`src/rtl/byte_serializer_pkg.sv`:
```
// Shared PHY definitions: transmit/receive state encoding and the comma/idle fill value.
package byte_serializer_pkg;

   typedef enum logic [1:0] {
      S_RESET  = 2'd0,
      S_TRAIN  = 2'd1,
      S_ACTIVE = 2'd2
   } phy_state_e;

   localparam logic [7:0] IDLE_DEFAULT = 8'hBC;

endpackage

```
`src/rtl/byte_serializer.sv`:
```
// Parallel-to-serial transmit stage: LSB-first bit stream with idle fill, post-reset
// training run and a one-entry holding register behind a valid/ready handshake.
module byte_serializer
   import byte_serializer_pkg::*;
#(
   parameter logic [7:0]  IDLE_BYTE   = IDLE_DEFAULT,
   parameter int unsigned TRAIN_BYTES = 4
) (
   input  logic       CLK,
   input  logic       reset,
   input  logic [7:0] data_in,
   input  logic       valid_in,
   output logic       ready_out,
   output logic       data_out,
   output logic       valid_out,
   output logic       byte_sync,
   output logic       idle_out
);

   localparam logic [3:0] TRAIN_LAST = 4'(TRAIN_BYTES);

   phy_state_e state_q, state_d;
   logic [7:0] sh_q, sh_d;
   logic [2:0] bit_cnt_q, bit_cnt_d;
   logic [3:0] train_cnt_q, train_cnt_d;
   logic [7:0] hold_q, hold_d;
   logic       hold_v_q, hold_v_d;
   logic       idle_q, idle_d;

   logic load_edge;
   logic active_load;
   logic xfer;

   assign load_edge   = (bit_cnt_q == 3'd7);
   // The last training load already follows the active rule, so data can follow without a gap.
   assign active_load = load_edge &&
                        ((state_q == S_ACTIVE) ||
                         ((state_q == S_TRAIN) && (train_cnt_q == TRAIN_LAST)));
   assign xfer        = valid_in & ready_out;

   always_ff @(posedge CLK) begin
      if (reset) begin
         state_q     <= S_RESET;
         sh_q        <= 8'h00;
         bit_cnt_q   <= 3'd0;
         train_cnt_q <= 4'd0;
         hold_q      <= 8'h00;
         hold_v_q    <= 1'b0;
         idle_q      <= 1'b0;
      end else begin
         state_q     <= state_d;
         sh_q        <= sh_d;
         bit_cnt_q   <= bit_cnt_d;
         train_cnt_q <= train_cnt_d;
         hold_q      <= hold_d;
         hold_v_q    <= hold_v_d;
         idle_q      <= idle_d;
      end
   end

   always_comb begin
      state_d     = state_q;
      sh_d        = sh_q;
      bit_cnt_d   = bit_cnt_q;
      train_cnt_d = train_cnt_q;
      hold_d      = hold_q;
      hold_v_d    = hold_v_q;
      idle_d      = idle_q;

      unique case (state_q)
         S_RESET: begin
            state_d     = S_TRAIN;
            sh_d        = IDLE_BYTE;
            bit_cnt_d   = 3'd0;
            train_cnt_d = 4'd1;
            idle_d      = 1'b1;
         end
         S_TRAIN, S_ACTIVE: begin
            if (load_edge) begin
               bit_cnt_d = 3'd0;
               if (active_load) begin
                  state_d = S_ACTIVE;
                  if (hold_v_q) begin
                     sh_d     = hold_q;
                     hold_v_d = 1'b0;
                     idle_d   = 1'b0;
                  end else begin
                     sh_d   = IDLE_BYTE;
                     idle_d = 1'b1;
                  end
               end else begin
                  sh_d        = IDLE_BYTE;
                  idle_d      = 1'b1;
                  train_cnt_d = train_cnt_q + 4'd1;
               end
            end else begin
               sh_d      = {1'b0, sh_q[7:1]};
               bit_cnt_d = bit_cnt_q + 3'd1;
            end
            // A transfer on a load edge refills hold after its old byte moved to sh.
            if (xfer) begin
               hold_d   = data_in;
               hold_v_d = 1'b1;
            end
         end
         default: state_d = S_RESET;
      endcase
   end

   always_comb begin
      valid_out = (state_q == S_TRAIN) || (state_q == S_ACTIVE);
      data_out  = sh_q[0];
      byte_sync = valid_out && (bit_cnt_q == 3'd0);
      idle_out  = idle_q;
      ready_out = (state_q == S_ACTIVE) && (!hold_v_q || load_edge);
   end

endmodule

```
`config.mk`:
```
export PLATFORM = sky130hd
export DESIGN_NAME = byte_serializer
export DESIGN_NICKNAME = d
export VERILOG_FILES = /design/src/rtl/byte_serializer_pkg.sv /design/src/rtl/byte_serializer.sv
export SDC_FILE = /design/constraint.sdc
export NUM_CORES = 1
export LEC_CHECK = 0
export ABC_CLOCK_PERIOD_IN_PS = 2620
export CORE_MARGIN = 1.5
export CORE_UTILIZATION = 30
export CTS_CLUSTER_DIAMETER = 150
export DETAILED_ROUTE_END_ITERATION = 6
export SETUP_SLACK_MARGIN = 0.4
export SYNTH_ARGS = -nofsm -noshare
export SYNTH_HDL_FRONTEND = slang
export SYNTH_SLANG_ARGS = --single-unit
```
`constraint.sdc`:
```
create_clock -name CLK -period 2.62 [get_ports CLK]
set_input_delay 0.393 -clock CLK [delete_from_list [all_inputs] [get_ports CLK]]
set_output_delay 0.393 -clock CLK [all_outputs]
set_load 0.02 [all_outputs]
```
## Yosys cells after proc, flatten, opt, wreduce, memory -nomap -nowiden

Cells that the tools add are included.

- Register bits: 27
- Input port bits: 11
- Output and inout port bits: 5
- Logic and storage cells: 55

- Add/sub/neg operators: 2
- Equal/unequal tests: 7
- Muxes and demuxes: 19
- Bitwise logic cells: 1
- Reduce and logical (&&, ||, !) cells: 19

Operator list:

| kind | number |
|---|---|
| $mux 8 | 3 |
| $pmux 8 s2 | 1 |
| $mux 4 | 2 |
| $pmux 4 s2 | 1 |
| $mux 1 | 6 |
| $ne 2x2->1 const B | 3 |
| $pmux 3 s2 | 1 |
| $reduce_and 2->1 | 3 |
| $reduce_and 3->1 | 2 |
| $reduce_bool 2->1 | 3 |
| $add 4x1->4 const B | 1 |
| $eq 4x3->1 const B | 1 |
| $logic_and 1x1->1 | 4 |
| $mux 2 | 2 |
| $pmux 2 s2 | 1 |
| $add 3x1->3 const B | 1 |
| $eq 3x3->1 const B | 1 |
| $logic_not 3->1 | 1 |
| $logic_or 1x1->1 | 3 |
| $mux 3 | 1 |
| $eq 2x1->1 const B | 1 |
| $eq 2x2->1 const B | 1 |
| $logic_not 2->1 | 1 |
| $pmux 1 s2 | 1 |
| other kinds (3) | 3 |

## Depth between registers and ports, before layout

Gate-level depths: netlist of run 1.

- Depth after elaboration: 7
- Gate-level depth with buffers: 7
- Mapped depth without buffers: 5

## Worst setup path after synthesis of run 1

No wires, ideal clock.

- Kind: register -> output
- Start: register state_q[0]
- End: output byte_sync
- Arrival: 1503 ps
- Data required time: 2227 ps
- Slack: 724 ps
- Cell stages (with the launch flop): 7
- Path buffers: 2
- Cell sequence: dfxtp_1 > inv_1 > ha_1 > buf_4 > buf_2 > nand2_1 > nor2_1

- Cells in the longest elaborated chain, start to end: 3
- Elaborated cells on any way between the ends: 4
- Classes of those cells: 2 x eq/ne; 2 x reduce/logical

Ends and longest elaborated chain:

| item | RTL line | source |
|---|---|---|
| start, declared | byte_serializer.sv:22 | `phy_state_e state_q, state_d;` |
| start signal, assigned | byte_serializer.sv:51 | `state_q <= state_d;` |
| $eq 2x1->1 or $eq 2x2->1 (tied branches) | byte_serializer.sv:111 | `valid_out = (state_q == S_TRAIN) \|\| (state_q == S_ACTIVE);` |
| $logic_or 1x1->1 * | byte_serializer.sv:111 |  |
| via valid_out | byte_serializer.sv:15 | `output logic valid_out,` |
| $logic_and 1x1->1 * | byte_serializer.sv:113 | `byte_sync = valid_out && (bit_cnt_q == 3'd0);` |
| end, declared | byte_serializer.sv:16 | `output logic byte_sync,` |

The timed path passes the listed nets; every way through them passes the cells marked *.

## Worst setup path after layout of run 1

- Start: register state_q[0]
- End: output byte_sync

- Cells in the longest elaborated chain, start to end: 3
- Elaborated cells on any way between the ends: 4
- Classes of those cells: 2 x eq/ne; 2 x reduce/logical

Ends and longest elaborated chain:

| item | RTL line |
|---|---|
| $eq 2x1->1 or $eq 2x2->1 (tied branches) | byte_serializer.sv:111 |
| $logic_or 1x1->1 * | byte_serializer.sv:111 |
| $logic_and 1x1->1 * | byte_serializer.sv:113 |

Every way passes the cells marked *; elsewhere a longest branch is shown, timed or not.

==> summary.txt, run 1 <==
Status
  • Status: complete, no violations

Drt
  • 1st-pass router iterations: 6
  • Vias: 1222
  • Vias per Instance: 5.29
  • WL per Instance: 13.6 um
  • DR iter-0 viols: 97
  • Routed Antenna Nets: 0
  • Drt drc: 0
  • Final Routed Wirelength: 3.15 mm

Placed design
  • Post-place setup slack: 471 ps
  • Routability cong.: 0.712
  • PortBufs: 15
  • Post-DP HPWL: 2.20 mm

Global routing
  • Total grt overflow: 0
  • First-pass GRT wire length: 5.21 mm
  • Initial antenna violation count: 0
  • Total track usage: 0.125
  • Largest net degree at the start of global routing: 23
  • Vias in the first global route: 1092

Clock network
  • Worst-path clk slew: 100 ps
  • CTS tree: built
  • CTS Buf Count: 3
  • # H-tree levels: 1
  • Clk_lat worst skew: 270 ps
  • Clock Sinks: 27
  • CTS max path bufs: 2
  • Root buffer cell: clkbuf_8
  • Hold buffer count at cts: 0

Cells and area
  • Nets: 200
  • Area growth syn-to-layout: 16.7%
  • Number of inserted diodes: 0
  • Most frequent cells in the layout: 27 x dfxtp_1, 19 x a21oi_1, 17 x nand2_1
  • Proportion of layout cells with a drive suffix above 1: 0.0782
  • Commonest non-fill, non-tap cell in the layout: dfxtp_1
  • FILL cells: 488

STA
  • WHS: 481 ps
  • Max-slew violation count: 0
  • Slew @ Worst Pin: 681 ps
  • Achievable frequency: 480 MHz
  • Final Hold Viols: 0
  • Period utilisation layout: 0.796
  • Worst setup margin: 536 ps
  • RSZ-0062 raised after global routing: no
  • Max_slew headroom: 0.546
  • Tmin final: 2080 ps
  • Setup Skew: 2.94 ps
  • Final TNS setup: 0 ps
  • Setup violations, final: 0

Synthesis
  • Seq/Total Area, Yosys: 0.383
  • Mapped Cells: 168
  • Mapped Nets: 188
  • Syn. warnings: 0
  • Syn avg cell area: 8.41 um^2
  • Syn Std Cell Area: 1410 um^2
  • Unique cell type count in the Yosys netlist: 31
  • Seq cells post-synth: 27

Floorplanning
  • IO Pins: 16
  • Core Region: 4440 um^2
  • Num rows: 24
  • Die H: 71.6 um
  • Initial core utilization: 0.318
  • Die area: 5130 um^2
  • Die Wd: 71.6 um

Pwr
  • Peak supply drop: 0.000173 V
  • Flop pwr share: 0.470
  • Combinational Power Share: 0.293
  • Net Sw Power: 0.340 mW
  • Clock power share: 0.237
  • Switching share of power: 0.329
  • Pleak: 0.599 nW
  • Internal power: 0.694 mW
  • Power Density: 627 nW/um^2

Worst setup path
  • Crit start category: register
  • R2R cell count: 6
  • CP required: 2230 ps
  • CP arrival: 1690 ps
  • Worst setup EP type: output port
  • CP max FO: 5
  • Crit Path Category: reg -> out

Min path
  • Hold Crit Depth: 2
  • Type of the worst min-delay path: reg -> reg

Job
  • Maxcap violations: 0
-- final timing paths --
kind | from | endpoint | slack (ps)
min | train_cnt_q[3] | train_cnt_q[3] | 480
min reg2reg | train_cnt_q[3] | train_cnt_q[3] | 480
max reg2reg | state_q[0] | sh_q[3] | 630
max | state_q[0] | byte_sync | 540
-- cell usage after synthesis --
cell       number  area [um^2]
dfxtp_1        27          541
a21oi_1        19         95.1
nand2_1        17         63.8
inv_1          15         56.3
o21ai_0        11         55.1
nand3_1        10         50.1
ha_1            9          113
nand2b_1        6         37.5
o2111ai_1       6         52.6
clkbuf_1        5         18.8
a221oi_1        4         35.0
buf_2           4         20.0
o221a_2         4         45.0
a21boi_0        3         22.5
nand3b_1        3         22.5
nor2b_1         3         18.8
buf_4           2         15.0
nor2_1          2         7.51
nor3_1          2         10.0
o21a_1          2         15.0
o41ai_1         2         17.5
or3_1           2         12.5
or4_1           2         15.0
a311oi_1        1         8.76
a32o_1          1         10.0
and2_1          1         6.26
and3_1          1         6.26
and4b_4         1         13.8
buf_6           1         11.3
mux2i_1         1         10.0
o31ai_1         1         7.51
-- cell families after synthesis --
| family | share of synthesized area |
|---|---|
| AO/OA/AOI/OAI | 0.258 |
| adder cells (fa/ha/maj) | 0.0797 |
| buffers and inverters | 0.0859 |
| flip-flops | 0.383 |
| multiplexers | 0.00709 |
| AND/OR/NAND/NOR | 0.187 |
-- state kept, by name, summed over array words and instances (netlist names) --
| signal | flops |
|---|---|
| bit_cnt_q | 3 |
| hold_q | 8 |
| hold_v_q | 1 |
| idle_out | 1 |
| sh_q | 8 |
| state_q | 2 |
| train_cnt_q | 4 |
-- what timing repair did --
action                                  4_1_cts  5_1_grt
cloned                                        0        0
endpoints found under the setup margin        2        2
setup buffers                                 0        0
resized for setup                             3        2
-- layout make-up --
cell class | instances | area [um^2] | share of cell area
clock buffer | 3 | 41.3 | 0.0250
clock inverter | 1 | 7.51 | 0.00455
inverter | 15 | 56.3 | 0.0341
multi-input combinational | 114 | 758 | 0.460
sequential | 27 | 541 | 0.328
tap | 52 | 65.1 | 0.0395
timing repair buffer | 19 | 180 | 0.109
-- power groups by stage --
stage	sequential [mW]	combinational (mW)	clock [mW]
2_1_floorplan	0.495	0.206	0
3_3_place_gp	0.495	0.307	0
3_5_place_dp	0.496	0.309	0
4_1_cts	0.487	0.306	0.252
5_1_grt	0.493	0.338	0.265
6_report	0.486	0.303	0.245
-- per-stage QoR --
step           total power [mW]   util  std cells  area [um^2]
3_5_place_dp              0.806  0.358        227         1590
2_1_floorplan             0.701      -        168         1410
3_3_place_gp              0.802  0.358        227         1590
4_1_cts                    1.05  0.369        231         1640
6_report                   1.03  0.371        231         1650
5_1_grt                    1.10  0.371        231         1650
-- worst max-delay path, cell delays in order (launching register included) --
cell and delay, ps:
dfxtp_1 390, inv_1 80, ha_1 380, nand2_1 70, nor2_1 140, dlygate4sd2_1 360
-- routing by layer --
metal,GRT usage,routed length (um)
met1,0.200,1710
met5,0,0
met2,0.169,1290
met3,0.0183,112
met4,0.0377,27
Note: power is estimated with default switching activity, not from simulation.
==> run 2: changes to the inputs <==
--- a/config.mk
+++ b/config.mk
@@ -5,7 +5,7 @@
 export SDC_FILE = /design/constraint.sdc
 export NUM_CORES = 1
 export LEC_CHECK = 0
-export ABC_CLOCK_PERIOD_IN_PS = 2620
+export ABC_CLOCK_PERIOD_IN_PS = 1900
 export CORE_MARGIN = 1.5
 export CORE_UTILIZATION = 30
 export CTS_CLUSTER_DIAMETER = 150
==> constraint.sdc (replaced) <==
create_clock -name CLK -period 1.9 [get_ports CLK]
set_input_delay 0.285 -clock CLK [delete_from_list [all_inputs] [get_ports CLK]]
set_output_delay 0.285 -clock CLK [all_outputs]
set_load 0.02 [all_outputs]
==> run 2 against run 1 <==
  * Non-clock buffer count increased by 25
  * Largest cell class unchanged
  * Clock skew decreased by 1.0 ps
  * Clock power increased by 40%
  * Sequential cell count unchanged
  * Cell count increased by 12%
  * Critical path type unchanged
  * Via count increased by 15%
  * First-iteration DRC count decreased by 34%
==> summary.txt, run 2 (same netlist as run 1, synthesis figures left out) <==
STA
  • Tmin final: 1630 ps
  • Setup Skew: 1.95 ps
  • Final Hold Viols: 0
  • Slew @ Worst Pin: 399 ps
  • Period utilisation layout: 0.856
  • Max_slew headroom: 0.733
  • RSZ-0062 raised after global routing: yes
  • Achievable frequency: 615 MHz
  • Final TNS setup: 0 ps
  • Setup violations, final: 0
  • Max-slew violation count: 0

Worst setup path
  • Crit Path Category: reg -> out
  • Flop2flop setup slack: 310 ps
  • CP max FO: 2
  • Crit start category: register
  • CP arrival: 1340 ps
  • CP required: 1620 ps
  • Worst setup EP type: output port

Cells and area
  • Final Core Density: 0.480
  • Most frequent cells in the layout: 22 x buf_4, 20 x dfxtp_1, 17 x a21oi_1
  • Fin area: 2130 um^2
  • Nets: 227
  • Proportion of layout cells with a drive suffix above 1: 0.388
  • Number of inserted diodes: 0
  • Largest regs: hold_q (8), sh_q (8), train_cnt_q (4)
  • Area growth syn-to-layout: 51.0%
  • Commonest non-fill, non-tap cell in the layout: buf_4

Clock network
  • CTS tree: built
  • CTS max path bufs: 2
  • Clock Sinks: 27
  • Hold buffer count at cts: 0
  • Worst-path clk slew: 100 ps
  • Root buffer cell: clkbuf_8
  • CTS Buf Count: 3
  • Clk_lat worst skew: 280 ps
  • # H-tree levels: 1

Status
  • Status: complete, no violations

Floorplanning
  • Die area: 5130 um^2
  • Core Region: 4440 um^2
  • Die Wd: 71.6 um
  • IO Pins: 16
  • Die H: 71.6 um
  • Num rows: 24
  • Initial core utilization: 0.318

Drt
  • WL per Instance: 15.5 um
  • Vias: 1402
  • DR iter-0 viols: 64
  • Final Routed Wirelength: 4.01 mm
  • Vias per Instance: 5.43
  • Drt drc: 0
  • Routed Antenna Nets: 0
  • 1st-pass router iterations: 4

Global routing
  • Total track usage: 0.151
  • First-pass GRT wire length: 6.11 mm
  • Total grt overflow: 0
  • Vias in the first global route: 1250
  • Initial antenna violation count: 0
  • Largest net degree at the start of global routing: 16

Pwr
  • Peak supply drop: 0.000577 V
  • Power Density: 847 nW/um^2
  • Pleak: 0.766 nW

Placed design
  • PortBufs: 15
  • Routability cong.: 0.799
  • Post-DP HPWL: 2.30 mm
  • Dpl cell area: 1670 um^2

Min path
  • Type of the worst min-delay path: reg -> reg

Job
  • Maxcap violations: 0
-- run 2: where the power goes --
part	leakage, nW	internal [mW]	switching [mW]
Combinational	0.516	0.413	0.366
Clock	0.0255	0.148	0.195
Sequential	0.224	0.638	0.0473
Total	0.766	1.20	0.608
-- run 2: layout make-up --
type,count,area [um^2]
fill,428,2310
multi-input combinational,116,965
inverter,15,61.3
timing repair buffer,44,439
tap,52,65.1
clock inverter,1,5.00
clock buffer,3,41.3
sequential,27,557
-- run 2: critical path, cell delays in order (launching register included) --
cell and delay, ps:
dfxtp_2 350, ha_4 160, ha_4 150, nand2b_4 130, and2_4 150, buf_6 120
-- run 2: what timing repair did --
item | 4_1_cts | 5_1_grt
endpoints found under the setup margin | 26 | 25
pin swaps | 7 | 12
gates cloned | 3 | 0
gates resized for setup | 54 | 26
setup buffers | 9 | 10
-- run 2: per-stage QoR --
stage | std cells | worst slack, ps | hold WS (ps) | power, mW
floorplan | 168 | 402 | 433 | 1.01
global placement | 232 | 112 | 470 | 1.17
detailed placement | 232 | 105 | 469 | 1.17
CTS | 248 | 279 | 483 | 1.71
global route | 258 | 234 | 516 | 1.90
finish | 258 | 274 | 482 | 1.81
-- run 2: layer usage --
layer | global-route usage | up-vias | wire, um
li1 | - | 688 | -
met1 | 0.221 | 672 | 2030
met2 | 0.226 | 35 | 1800
met3 | 0.0239 | 7 | 119
met4 | 0.0482 | 0 | 57
met5 | 0 | - | 0
-- run 2: path summary, 6_finish.rpt --
path,from,end,cells after the start
hold / removal,hold_q[6],hold_q[6],2
setup / recovery,bit_cnt_q[0],ready_out,5
setup reg to reg,bit_cnt_q[0],train_cnt_q[3],6
hold reg to reg,hold_q[6],hold_q[6],2
